`config.mk`:
```
export PLATFORM = sky130hd
export DESIGN_NAME = conv_job_scheduler
export DESIGN_NICKNAME = d
export VERILOG_FILES = /design/src/rtl/conv_job_scheduler.sv
export SDC_FILE = /design/constraint.sdc
export NUM_CORES = 1
export LEC_CHECK = 0
export ABC_AREA = 1
export CORE_ASPECT_RATIO = 0.6
export CORE_UTILIZATION = 40
export DETAILED_ROUTE_END_ITERATION = 8
export PLACE_DENSITY = 0.66
export SLEW_MARGIN = 40
export SYNTH_ARGS = -nofsm -noshare
export SYNTH_HDL_FRONTEND = slang
export SYNTH_SLANG_ARGS = --single-unit
```
`constraint.sdc`:
```
create_clock -name clk -period 6.15 [get_ports clk]
set_clock_uncertainty 0.2 [all_clocks]
set_input_delay 0.9225 -clock clk [delete_from_list [all_inputs] [get_ports clk]]
set_output_delay 0.9225 -clock clk [all_outputs]
set_load 0.005 [all_outputs]
```
`src/rtl/conv_job_scheduler.sv`:
```
// conv_job_scheduler: job sequencer in front of the convolution engine.
//
// The host pushes descriptors into a DEPTH-entry FIFO. One job at a time is
// popped, validated, and its output size is found by repeated subtraction.
// The engine is then configured, started and watched with a timeout, and a
// tagged completion record is returned to the host.
//
// Ports:
//   clk, rst_n           system clock, asynchronous active-low reset
//   cmd_valid/ready/desc host descriptor push port
//                        desc = {tag, sy, sx, kh, kw, dh[7:0], dw[7:0]}, dw at LSBs
//   eng_*                engine configuration, start pulse, done input, engine reset
//   rsp_valid/ready      completion record handshake (rsp_tag, rsp_status)
//   busy                 scheduler not idle
//   queue_level          FIFO occupancy
module conv_job_scheduler #(
  parameter int unsigned DEPTH = 4,
  parameter int unsigned TAGW  = 4,
  parameter int unsigned KMAX  = 5,
  parameter int unsigned TMO_W = 20
) (
  input  logic                     clk,
  input  logic                     rst_n,
  input  logic                     cmd_valid,
  output logic                     cmd_ready,
  input  logic [32+TAGW-1:0]       cmd_desc,
  output logic [7:0]               eng_data_width,
  output logic [7:0]               eng_data_height,
  output logic [7:0]               eng_result_width,
  output logic [7:0]               eng_result_height,
  output logic [3:0]               eng_stride_x,
  output logic [3:0]               eng_stride_y,
  output logic [3:0]               eng_kernel_width,
  output logic [3:0]               eng_kernel_height,
  output logic                     eng_start,
  input  logic                     eng_done,
  output logic                     eng_rst_n,
  output logic                     rsp_valid,
  input  logic                     rsp_ready,
  output logic [TAGW-1:0]          rsp_tag,
  output logic [1:0]               rsp_status,
  output logic                     busy,
  output logic [$clog2(DEPTH):0]   queue_level
);

  localparam int unsigned DescW = 32 + TAGW;
  localparam int unsigned PtrW  = $clog2(DEPTH);
  localparam int unsigned LvlW  = PtrW + 1;

  localparam logic [1:0] StatusOk      = 2'b00;
  localparam logic [1:0] StatusBadCfg  = 2'b01;
  localparam logic [1:0] StatusTimeout = 2'b10;

  // StTmo holds the engine in reset for two cycles after a timeout.
  typedef enum logic [2:0] {
    StIdle, StLoad, StCheck, StDiv, StStart, StRun, StTmo, StResp
  } state_e;

  state_e state_q, state_d;

  // ---------------------------------------------------------------------------
  // Descriptor FIFO
  // ---------------------------------------------------------------------------
  logic [DescW-1:0] mem_q [DEPTH];
  logic [PtrW-1:0]  wr_ptr_q, rd_ptr_q;
  logic [LvlW-1:0]  level_q, level_d;
  logic             full, empty, push, pop;

  assign full  = (level_q == LvlW'(DEPTH));
  assign empty = (level_q == '0);
  assign push  = cmd_valid && !full;
  // LOAD is only entered with a non-empty FIFO, so the pop can never underflow.
  assign pop   = (state_q == StLoad);

  always_comb begin
    level_d = level_q;
    case ({push, pop})
      2'b10:   level_d = level_q + LvlW'(1);
      2'b01:   level_d = level_q - LvlW'(1);
      default: level_d = level_q;
    endcase
  end

  always_ff @(posedge clk or negedge rst_n) begin
    if (!rst_n) begin
      for (int i = 0; i < int'(DEPTH); i++) begin
        mem_q[i] <= '0;
      end
      wr_ptr_q <= '0;
      rd_ptr_q <= '0;
      level_q  <= '0;
    end else begin
      if (push) begin
        mem_q[wr_ptr_q] <= cmd_desc;
        wr_ptr_q        <= wr_ptr_q + PtrW'(1);
      end
      if (pop) begin
        rd_ptr_q <= rd_ptr_q + PtrW'(1);
      end
      level_q <= level_d;
    end
  end

  // ---------------------------------------------------------------------------
  // Job datapath
  // ---------------------------------------------------------------------------
  logic [DescW-1:0] desc_q, desc_d;
  logic [7:0]       remx_q, remx_d, remy_q, remy_d;
  logic [7:0]       qx_q, qx_d, qy_q, qy_d;
  logic [TMO_W-1:0] tmo_cnt_q, tmo_cnt_d;
  logic             hold_q, hold_d;
  logic [31:0]      cfg_q, cfg_d;
  logic [7:0]       res_w_q, res_w_d, res_h_q, res_h_d;
  logic [TAGW-1:0]  rsp_tag_q, rsp_tag_d;
  logic [1:0]       rsp_status_q, rsp_status_d;
  logic             eng_rst_n_q;

  logic [7:0]      d_dw, d_dh;
  logic [3:0]      d_kw, d_kh, d_sx, d_sy;
  logic [TAGW-1:0] d_tag;
  logic            bad_cfg, x_step, y_step;

  assign d_dw  = desc_q[7:0];
  assign d_dh  = desc_q[15:8];
  assign d_kw  = desc_q[19:16];
  assign d_kh  = desc_q[23:20];
  assign d_sx  = desc_q[27:24];
  assign d_sy  = desc_q[31:28];
  assign d_tag = desc_q[DescW-1:32];

  assign bad_cfg = (d_sx == 4'd0) || (d_sy == 4'd0) ||
                   (d_kw == 4'd0) || (d_kh == 4'd0) ||
                   ({28'd0, d_kw} > KMAX) || ({28'd0, d_kh} > KMAX) ||
                   ({4'd0, d_kw} > d_dw) || ({4'd0, d_kh} > d_dh);

  assign x_step = (remx_q >= {4'd0, d_sx});
  assign y_step = (remy_q >= {4'd0, d_sy});

  always_comb begin
    state_d      = state_q;
    desc_d       = desc_q;
    remx_d       = remx_q;
    remy_d       = remy_q;
    qx_d         = qx_q;
    qy_d         = qy_q;
    tmo_cnt_d    = tmo_cnt_q;
    hold_d       = hold_q;
    cfg_d        = cfg_q;
    res_w_d      = res_w_q;
    res_h_d      = res_h_q;
    rsp_tag_d    = rsp_tag_q;
    rsp_status_d = rsp_status_q;

    case (state_q)
      StIdle: begin
        if (!empty) state_d = StLoad;
      end
      StLoad: begin
        desc_d  = mem_q[rd_ptr_q];
        state_d = StCheck;
      end
      StCheck: begin
        if (bad_cfg) begin
          rsp_tag_d    = d_tag;
          rsp_status_d = StatusBadCfg;
          state_d      = StResp;
        end else begin
          // Kernel <= data is established above, so these cannot underflow.
          remx_d  = d_dw - {4'd0, d_kw};
          remy_d  = d_dh - {4'd0, d_kh};
          qx_d    = '0;
          qy_d    = '0;
          state_d = StDiv;
        end
      end
      StDiv: begin
        if (!x_step && !y_step) begin
          cfg_d   = desc_q[31:0];
          res_w_d = qx_q;
          res_h_d = qy_q;
          state_d = StStart;
        end else begin
          if (x_step) begin
            remx_d = remx_q - {4'd0, d_sx};
            qx_d   = qx_q + 8'd1;
          end
          if (y_step) begin
            remy_d = remy_q - {4'd0, d_sy};
            qy_d   = qy_q + 8'd1;
          end
        end
      end
      StStart: begin
        tmo_cnt_d = '0;
        state_d   = StRun;
      end
      StRun: begin
        tmo_cnt_d = tmo_cnt_q + TMO_W'(1);
        // Done takes priority over a timeout expiring in the same cycle.
        if (eng_done) begin
          rsp_tag_d    = d_tag;
          rsp_status_d = StatusOk;
          state_d      = StResp;
        end else if (&tmo_cnt_d) begin
          hold_d  = 1'b0;
          state_d = StTmo;
        end
      end
      StTmo: begin
        if (hold_q) begin
          rsp_tag_d    = d_tag;
          rsp_status_d = StatusTimeout;
          state_d      = StResp;
        end else begin
          hold_d = 1'b1;
        end
      end
      StResp: begin
        if (rsp_ready) state_d = StIdle;
      end
      default: state_d = StIdle;
    endcase
  end

  always_ff @(posedge clk or negedge rst_n) begin
    if (!rst_n) begin
      state_q      <= StIdle;
      desc_q       <= '0;
      remx_q       <= '0;
      remy_q       <= '0;
      qx_q         <= '0;
      qy_q         <= '0;
      tmo_cnt_q    <= '0;
      hold_q       <= 1'b0;
      cfg_q        <= '0;
      res_w_q      <= '0;
      res_h_q      <= '0;
      rsp_tag_q    <= '0;
      rsp_status_q <= '0;
      eng_rst_n_q  <= 1'b0;
    end else begin
      state_q      <= state_d;
      desc_q       <= desc_d;
      remx_q       <= remx_d;
      remy_q       <= remy_d;
      qx_q         <= qx_d;
      qy_q         <= qy_d;
      tmo_cnt_q    <= tmo_cnt_d;
      hold_q       <= hold_d;
      cfg_q        <= cfg_d;
      res_w_q      <= res_w_d;
      res_h_q      <= res_h_d;
      rsp_tag_q    <= rsp_tag_d;
      rsp_status_q <= rsp_status_d;
      // Registered so the engine reset is glitch-free and low exactly in StTmo.
      eng_rst_n_q  <= (state_d != StTmo);
    end
  end

  // ---------------------------------------------------------------------------
  // Outputs
  // ---------------------------------------------------------------------------
  assign cmd_ready         = !full;
  assign queue_level       = level_q;
  assign busy              = (state_q != StIdle);
  assign eng_start         = (state_q == StStart);
  assign eng_rst_n         = eng_rst_n_q;
  assign rsp_valid         = (state_q == StResp);
  assign rsp_tag           = rsp_tag_q;
  assign rsp_status        = rsp_status_q;
  assign eng_data_width    = cfg_q[7:0];
  assign eng_data_height   = cfg_q[15:8];
  assign eng_kernel_width  = cfg_q[19:16];
  assign eng_kernel_height = cfg_q[23:20];
  assign eng_stride_x      = cfg_q[27:24];
  assign eng_stride_y      = cfg_q[31:28];
  assign eng_result_width  = res_w_q;
  assign eng_result_height = res_h_q;

endmodule

```
==> results.toml <==
[cts]
clk_latency_ns = 0.56
h-tree-depth = 1
clk_path_buf_depth = 3
cts_resized = 0
numCtsBuffers = 28
clk_pin_slew_worst_paths_ns = 0.07
postCtsSetupRepairBufs = 0
cts_hold_buf = 0
cts-root-buf = "clkbuf_16"
cts_tree = "yes"
cts.sinks = 298

[min_path]
hp-class = "input pin to async pin"

[final_layout]
final_common_cell = "nand2_1"
final_nets = 1717
layout-drive-gt1-share_pct = 13.0
fin_util_pct = 47.6
nFillCells = 3267
layout_common_cells = "341 x nand2_1, 296 x dfrtp_1, 244 x o21ai_0, 151 x inv_1, 108 x mux2_2"
stdcell_count = 2135
diodes = 0
area_delta_synth_final_pct = 16.7

[route]
drtAntennaViolNets = 0
routed_wl_um = 34600
vias_per_cell = 5.07
drc_errors = 0
via_count = 10828
dr.pass1.iters = 5
post_drt_wl_per_cell_um = 16.2
drt_iter0_drc = 798

[floorplanning]
io_pins = 103
core_area_um2 = 35100
die_h_um = 149
rows = 53
initial_core_util_pct = 40.8
die_width_um = 246
die_area_um2 = 36600

[run]
maxCapViolCount = 0

[setup_path]
required_ns = 6.37
cp_max_fo = 32
endpoint_kind = "flop"
path_buf_inv = 1
crit_path_cell_trace = "inv_1 -> ha_1 -> fa_1 -> nor2_2 -> o21ai_2 -> nand2_1 -> nor2_2 -> nand4_1 -> o211ai_2 -> nand2_2 -> nand3_2 -> nand2_1 -> o21ai_0"
max_stage_delay_ns = 0.49
cpLargestDelayFamily = "simple AND/OR/NAND/NOR gates"
crit_type = "flop to flop"
cp-start-kind = "flop"
critPathArrivalTime_ns = 3.47
cp_slowest_cell = "nand3_2"

[sta]
fin_tns_setup_ns = 0
fmax_mhz = 307
max_slew.worst_pin.slew_ns = 0.780
finalMaxSlewViolations = 0
hold_violations = 0
timing.slew.headroom_pct = 47.6
rsz0062_at_grt = "no"
finalCritPeriodShare_pct = 53.0
setup_violations = 0
min_period_ns = 3.26

[synthesis]
yosys_warnings = 0
netlist_area_um2 = 14300
synth-edff-count = 0
syn_inst = 1569
synth_top_area_share_pct = 52.1
ys_seq_elements = 298
synth.area.top_cells = "dfrtp_1 52%, nand2_1 8.9%, o21ai_0 8.5%, mux2_2 8.5%, inv_1 4.0%"
synthFlopType = "dfrtp_1"
synth_nets = 1640
yosysSeqAreaShare_pct = 52.1
syn_area_per_cell_um2 = 9.13
synth_top_area_cell = "dfrtp_1"
yosysUniqueCellTypes = 40
synthArstFlopShare_pct = 100

[global_routing]
busiest_layer = "met2"
grt_antenna_before_repair = 0
grt_max_degree = 132
grtUsageMet2_pct = 29.0
grt_use_total_pct = 19.4
first_global_vias = 10489
grt-ovfl-total = 0
met1_usage_pct = 28.9
grt_pass1_wl_um = 56800
grtUsageMet3_pct = 3.79

[power_and_ir_drop]
power.leakage_nw = 7.31
finalPower_mw = 8.73
powerDensity_nw_per_um2 = 522
vdd_ir_drop_max_mv = 0.223

[place]
portBuffers = 102
place_congestion = 0.851
place_inst = 2082
dp_hpwl_um = 23000

[status]
status = "finished clean"
==> cells in the mapped netlist, types with 2 or more instances <==
master / count
clkbuf_1: 39
inv_1: 151
o21ai_0: 244
nor3_1: 9
or2_2: 9
xor2_1: 14
o22ai_1: 10
o31ai_1: 3
buf_6: 12
buf_2: 10
ha_1: 25
nand3b_1: 3
o21ai_1: 28
dfrtp_1: 298
nand3_1: 42
nand4_1: 17
xnor2_1: 8
nor2_2: 13
or2_0: 2
buf_1: 2
inv_2: 3
nand3_2: 3
o21ai_2: 2
nor2_4: 4
nor2_1: 88
nand2_1: 341
a21oi_1: 53
buf_4: 5
nand2_2: 7
mux2_2: 108
nor3_2: 3
fa_1: 5
==> sequential cells by signal, summed over array words and instances (netlist names), 2 cells and up <==
register,flops
cfg_q,32
desc_q,36
eng_result_height,8
eng_result_width,8
mem_q,144
queue_level,3
qx_q,8
qy_q,8
rd_ptr_q,2
remx_q,8
remy_q,8
rsp_status,2
rsp_tag,4
state_q,3
tmo_cnt_q,20
wr_ptr_q,2
==> kinds of logic after synthesis <==
family	after synthesis	synth area share, %
muxes	108	8.49
AOI/OAI and AO/OA	346	12.4
DFF	298	52.1
adders and majority gates	30	2.88
buffers and inverters	223	6.69
xor gates and xnor gates	22	1.35
and+or+nand+nor	542	16.1
==> layer usage <==
layer,share of wire (%),routed length (um)
met4,2.3,803
met3,5.5,1910
met1,49,17100
met2,43,14800
met5,0,0
==> worst paths after layout <==
path	startpoint	to	slack, ns	cells past startpoint
min in group clk	rsp_status[1]	rsp_status[1]	0.27	2
setup reg to reg	desc_q[0]	remy_q[1]	2.89	13
max in group asynchronous	rst_n	rd_ptr_q[0]	4.68	2
setup / recovery	desc_q[0]	remy_q[1]	2.89	13
hold reg to reg	rsp_status[1]	rsp_status[1]	0.27	2
hold / removal	rst_n	tmo_cnt_q[0]	0.01	1
==> report_power, final <==
group          internal [mW]  total, mW  switching [mW]
Sequential              2.78       3.28           0.497
Clock                   1.04       1.80           0.755
Combinational           1.50       3.65            2.15
Total                   5.32       8.73            3.40
==> per-stage QoR <==
| stage | hold WS, ns | instance area (um^2) | worst slack (ns) |
|---|---|---|---|
| finish | 0.0146 | 16700 | 2.89 |
| global route | 0.0141 | 16700 | 2.59 |
| CTS | 0.206 | 16700 | 2.92 |
| detailed placement | 0.261 | 15700 | 2.96 |
| global placement | 0.256 | 15700 | 2.81 |
| floorplan | 0.246 | 14300 | 3.74 |
==> layout make-up <==
cell class	count	area (um^2)	share of cell area [%]
Clock inverter	8	95.1	0.569
Tap cell	467	584	3.50
Sequential cell	298	7460	44.6
Timing Repair Buffer	115	1190	7.10
Inverter	155	582	3.48
Clock buffer	44	862	5.16
Multi-Input combinational cell	1048	5940	35.5
Note: power is estimated with default switching activity, not from simulation.
